[config.mk]
export PLATFORM = sky130hd
export DESIGN_NAME = level_sample_ctrl
export DESIGN_NICKNAME = d
export VERILOG_FILES = /design/src/rtl/level_ctrl_pkg.sv /design/src/rtl/level_tick_gen.sv /design/src/rtl/level_sample_ctrl.sv
export SDC_FILE = /design/constraint.sdc
export NUM_CORES = 1
export LEC_CHECK = 0
export BUFFER_PORTS_ARGS = -buffer_cell sky130_fd_sc_hd__buf_2
export CORE_MARGIN = 2
export CORE_UTILIZATION = 49
export CTS_CLUSTER_DIAMETER = 40
export DETAILED_ROUTE_END_ITERATION = 12
export PLACE_DENSITY = 0.75
export SYNTH_ARGS = -nofsm -noshare
export SYNTH_HDL_FRONTEND = slang
export SYNTH_HIERARCHICAL = 1
export SYNTH_SLANG_ARGS = --single-unit
[constraint.sdc]
create_clock -name i_CLK -period 2.37 [get_ports i_CLK]
set_clock_uncertainty 0.05 [all_clocks]
set_input_delay 0.1185 -clock i_CLK [delete_from_list [all_inputs] [get_ports i_CLK]]
set_output_delay 0.1185 -clock i_CLK [all_outputs]
set_load 0.01 [all_outputs]
[src/rtl/level_ctrl_pkg.sv]
// Shared types and defaults for the ADC level-sampling controller.
package level_ctrl_pkg;

    localparam int W_DEF       = 12;
    localparam int CONFIRM_DEF = 2;
    localparam int TO_CYC_DEF  = 255;
    localparam int PER_W       = 16;

    typedef enum logic [1:0] {
        IDLE = 2'd0,
        WAIT = 2'd1,
        REQ  = 2'd2,
        EVAL = 2'd3
    } state_t;

    // A period of 0 behaves as 1, so the reload never underflows.
    function automatic logic [PER_W-1:0] period_reload(input logic [PER_W-1:0] period);
        return (period == '0) ? '0 : period - 1'b1;
    endfunction

endpackage

[src/rtl/level_tick_gen.sv]
// Loadable 16-bit down-counter with zero flag; paces the WAIT interval.
module level_tick_gen
    import level_ctrl_pkg::*;
(
    input  logic             i_CLK,
    input  logic             i_RST,
    input  logic             i_LOAD,
    input  logic [PER_W-1:0] i_VAL,
    input  logic             i_DEC,
    output logic             o_ZERO
);

    logic [PER_W-1:0] cnt_q;

    always_ff @(posedge i_CLK or negedge i_RST) begin
        if (!i_RST)
            cnt_q <= '0;
        else if (i_LOAD)
            cnt_q <= i_VAL;
        else if (i_DEC && (cnt_q != '0))
            cnt_q <= cnt_q - 1'b1;
    end

    assign o_ZERO = (cnt_q == '0);

endmodule

[src/rtl/level_sample_ctrl.sv]
// Scheduled ADC sampling with hysteretic, debounced level decision.
// Optional REQ/ACK timeout enabled by defining LVL_TIMEOUT_EN.
module level_sample_ctrl
    import level_ctrl_pkg::*;
#(
    parameter int W       = W_DEF,
    parameter int CONFIRM = CONFIRM_DEF,
    parameter int TO_CYC  = TO_CYC_DEF
) (
    input  logic             i_CLK,
    input  logic             i_RST,
    input  logic             i_EN,
    input  logic [PER_W-1:0] i_PERIOD,
    input  logic [W-1:0]     i_TH_HI,
    input  logic [W-1:0]     i_TH_LO,
    output logic             o_REQ,
    input  logic             i_ACK,
    input  logic [W-1:0]     i_Lv,
    output logic [W-1:0]     o_SAMPLE,
    output logic             o_LEVEL,
    output logic             o_Pulse,
    output logic             o_TIMEOUT
);

    localparam int CW = $clog2(CONFIRM + 1);
    localparam logic [CW-1:0] CONF_V = CW'(CONFIRM);

    if (CONFIRM < 1 || TO_CYC < 1) begin : g_param_chk
        $error("level_sample_ctrl: CONFIRM and TO_CYC must be >= 1");
    end

    state_t         state_q, state_d;
    logic           tick_load, tick_dec, tick_zero;
    logic           capture, eval, to_cond;
    logic           qual, flip;
    logic [CW-1:0]  cnt_q, cnt_d, cnt_inc;
    logic [W-1:0]   sample_q;
    logic           level_q, pulse_q, req_q;

    level_tick_gen u_tick (
        .i_CLK  (i_CLK),
        .i_RST  (i_RST),
        .i_LOAD (tick_load),
        .i_VAL  (period_reload(i_PERIOD)),
        .i_DEC  (tick_dec),
        .o_ZERO (tick_zero)
    );

    always_ff @(posedge i_CLK or negedge i_RST) begin
        if (!i_RST)
            state_q <= IDLE;
        else
            state_q <= state_d;
    end

    always_comb begin
        state_d   = state_q;
        tick_load = 1'b0;
        tick_dec  = 1'b0;
        capture   = 1'b0;
        eval      = 1'b0;
        case (state_q)
            IDLE: begin
                if (i_EN) begin
                    state_d   = WAIT;
                    tick_load = 1'b1;
                end
            end
            WAIT: begin
                if (!i_EN)
                    state_d = IDLE;
                else if (tick_zero)
                    state_d = REQ;
                else
                    tick_dec = 1'b1;
            end
            REQ: begin
                // An ACK on the expiry edge still wins over the timeout.
                if (i_ACK) begin
                    capture = 1'b1;
                    state_d = EVAL;
                end else if (to_cond) begin
                    state_d   = i_EN ? WAIT : IDLE;
                    tick_load = i_EN;
                end
            end
            EVAL: begin
                eval      = 1'b1;
                state_d   = i_EN ? WAIT : IDLE;
                tick_load = i_EN;
            end
            default: state_d = IDLE;
        endcase
    end

    // Debounce: CONFIRM consecutive qualifying samples flip the level.
    always_comb begin
        qual    = eval && ((!level_q && (sample_q > i_TH_HI)) ||
                           ( level_q && (sample_q < i_TH_LO)));
        cnt_inc = (cnt_q == CONF_V) ? cnt_q : cnt_q + 1'b1;
        flip    = qual && (cnt_inc == CONF_V);
        cnt_d   = cnt_q;
        if (eval)
            cnt_d = (!qual || flip) ? '0 : cnt_inc;
    end

    always_ff @(posedge i_CLK or negedge i_RST) begin
        if (!i_RST) begin
            req_q    <= 1'b0;
            sample_q <= '0;
            level_q  <= 1'b0;
            pulse_q  <= 1'b0;
            cnt_q    <= '0;
        end else begin
            req_q   <= (state_d == REQ);
            cnt_q   <= cnt_d;
            level_q <= level_q ^ flip;
            pulse_q <= flip && !level_q;
            if (capture)
                sample_q <= i_Lv;
        end
    end

`ifdef LVL_TIMEOUT_EN
    localparam int TW = $clog2(TO_CYC + 1);
    localparam logic [TW-1:0] TO_LAST = TW'(TO_CYC - 1);

    logic [TW-1:0] req_tmr_q;
    logic          timeout_q;

    // Counts completed REQ cycles; expiry lands on the TO_CYC-th edge.
    always_ff @(posedge i_CLK or negedge i_RST) begin
        if (!i_RST)
            req_tmr_q <= '0;
        else if (state_q == REQ)
            req_tmr_q <= req_tmr_q + 1'b1;
        else
            req_tmr_q <= '0;
    end

    assign to_cond = (state_q == REQ) && (req_tmr_q == TO_LAST);

    always_ff @(posedge i_CLK or negedge i_RST) begin
        if (!i_RST)
            timeout_q <= 1'b0;
        else if (!i_EN)
            timeout_q <= 1'b0;
        else if (to_cond && !i_ACK)
            timeout_q <= 1'b1;
    end

    assign o_TIMEOUT = timeout_q;
`else
    assign to_cond   = 1'b0;
    assign o_TIMEOUT = 1'b0;
`endif

    assign o_REQ    = req_q;
    assign o_SAMPLE = sample_q;
    assign o_LEVEL  = level_q;
    assign o_Pulse  = pulse_q;

endmodule

==> results.toml <==
[setup_path]
crit_required_ns = 2.53
crit_arrival_ns = 2.48
ff2ff_path_depth = 11
crit_fanout = 5
startpoint_type = "register"
r2r-start = "u_tick/cnt_q[0]"
ff2ff_setup_slack_ns = 0.05
r2r-end = "u_tick/cnt_q[15]"
end_kind = "register"
path_class = "reg -> reg"

[logic_synthesis]
synth_edf_count = 0
synth_warnings = 6
synthTopCellsByCount = "inv_1 (36), dfrtp_1 (35), nor2_1 (33)"
synth_seq_cells = 35
yosysTopAreaCellShare_pct = 31.1
synth_ff_type = "dfrtp_1"
postSynthAreaPerCell_sq_um = 8.61
syn_nets = 414
synth_top_cell_by_area = "dfrtp_1"
ys_types = 55
seq_area_frac_synth_pct = 31.1
yosysMostFrequentCell = "inv_1"
synth_area_sq_um = 2820
async_flop_share_pct = 100
synth_area_leaders = "dfrtp_1 (31%), ha_1 (14%), mux2_2 (5.6%)"
synthCells = 327

[worst_hold_path]
holdCritStartpoint = "i_Lv[1]"
hold_class = "in -> reg"
worst_hold_path.endpoint = "o_SAMPLE[1]"
holdPathStages = 2

[floorplan]
dieWidth_microns = 79.8
pin_count = 72
num_rows = 27
start_util_pct = 50.8
die_h_microns = 79.8
dieArea_sq_um = 6370
fp.coreArea_sq_um = 5540

[timing]
whs_ns = 0.00765
fin_crit_sh_pct = 97.9
relSlewSlack_pct = 47.8
drv_slew = 0
period_minus_slack_ns = 2.32
layout_setup_ws_ns = 0.0498
tns_ns = 0
tightest_slew_ns = 0.783
timing.fmax_mhz = 431
setup_viol = 0
hold_viol_final = 0

[cells_and_area]
fin_nets = 503
nFillCells = 488
syn_to_final_growth_pct = 26.4
layout-drive-gt1-share_pct = 32.1
diodes = 0
multi_input_area_sq_um = 1830
final_area_sq_um = 3560
regArea_sq_um = 876
finalNonFillerCells = 489
final_core_util_pct = 64.2

[placed_design]
placed_cells = 472
numPortBuffers = 70
place.gp.congestion = 0.964
preCtsSetupSlack_ns = -0.0236
dp_hpwl_mm = 5.18
place_area_sq_um = 3310

[global_routing]
grt_pass1_wl_mm = 11.1
grt_max_degree = 36
grt_pass1_vias = 2521
grt_use_total_pct = 22.0
grt_antenna_before_repair = 0
grt_overflow_total = 0

[route]
viasPerCell = 5.54
dr.pass1.iters = 4
wire_per_inst_microns = 14.4
antenna_left = 0
dr_total_vias = 2707
wl_mm = 7.03
drc_errors = 0
drt_iter0_drc = 116

[outcome]
status = "completed"

[clocking]
htreeDepth = 2
cts.reportedPaths.clkPinSlew_ns = 0.07
cts_root_buffer = "clkbuf_8"
clkSinkCount = 35
cts_tree = "built"
clock_latency_ns = 0.29
clock_path_buffers = 2
cts_made_buffers = 5

[power_and_ir_drop]
cellLeakagePower_nw = 1.78
power_density_nw_per_um2 = 694
power_mw = 2.47
ir_worst_vdd_mv = 0.406

[flow_run]
max_cap_viol_count = 0
[flip-flops by register name (all words and copies together), names as in the netlist]
register,flops
o_REQ,1
o_Pulse,1
o_SAMPLE,12
u_tick/cnt_q,16
o_LEVEL,1
cnt_q,2
state_q,2
[critical path, cell delays in order, from the launching register on]
cell     delay [ns]
dfrtp_1        0.36
inv_2          0.06
ha_4           0.16
nor4b_4        0.14
nand4_1        0.15
inv_2          0.07
nor2_4         0.13
nor4b_4        0.26
nand2_2        0.13
buf_6          0.15
or4_1          0.41
a31oi_1        0.17
[repair_timing]
item | 4_1_cts | 5_1_grt
hold buffers | 1 | 0
endpoints found under the hold margin | 35 | 0
gates resized for setup | 1 | 14
buffers inserted | 3 | 5
pin swaps | 1 | 6
endpoints found under the setup margin | 2 | 13
[cell families after synthesis]
group	share of synthesized area, %
mux	6.71
xor+xnor	3.11
simple gates	24.7
other cells	0.133
flops	31.1
compound gates	14.2
buf+inv	6.31
fa+ha+maj	13.8
[area by class of cell]
cell class | count | share of cell area, %
Sequential cell | 35 | 24.6
Multi-Input combinational cell | 248 | 51.5
Clock inverter | 2 | 0.985
Timing Repair Buffer | 90 | 14.2
Clock buffer | 6 | 2.32
Tap cell | 72 | 2.53
Inverter | 36 | 3.80
[power by group]
group          switching (mW)  internal (mW)
Clock                   0.228          0.341
Combinational           0.469          0.456
Sequential              0.234          0.741
Total                   0.931           1.54
[cells in the final DEF (no fill, tap or decap), drive strengths merged, types with 2 or more instances in the layout]
cell type / n
a211oi: 2
a21oi: 18
a31oi: 7
and2: 3
buf: 89
clkbuf: 6
dfrtp: 35
ha: 31
inv: 36
mux2: 15
mux2i: 2
nand2: 25
nand2b: 4
nand3: 2
nand3b: 3
nand4: 7
nand4b: 3
nor2: 33
nor2b: 7
nor3: 14
nor4: 5
nor4b: 2
o211ai: 3
o21ai: 19
o22ai: 2
o31ai: 2
o41ai: 4
or3: 5
or4: 7
or4b: 2
xnor2: 6
xor2: 4
[how the worst max path moves through the flow]
| stage | startpoint | to | slack [ns] | depth (start not counted) |
|---|---|---|---|---|
| floorplan | u_tick/cnt_q[0] | u_tick/cnt_q[6] | 0.005 | 10 |
| global placement | u_tick/cnt_q[1] | u_tick/cnt_q[11] | 0.08 | 10 |
| detailed placement | u_tick/cnt_q[1] | u_tick/cnt_q[11] | -0.02 | 10 |
| CTS | u_tick/cnt_q[0] | u_tick/cnt_q[14] | 0.02 | 11 |
| global route | u_tick/cnt_q[1] | u_tick/cnt_q[15] | -0.04 | 11 |
| finish | u_tick/cnt_q[0] | u_tick/cnt_q[15] | 0.05 | 11 |
[layer usage]
metal	routed length [microns]	global-route usage [%]	vias to the layer above
li1	-	-	1343
met1	2960	25.8	1238
met2	3420	39.9	104
met3	415	4.07	22
met4	227	7.97	0
met5	0	0	-
Power figures use the tool's default switching activity.
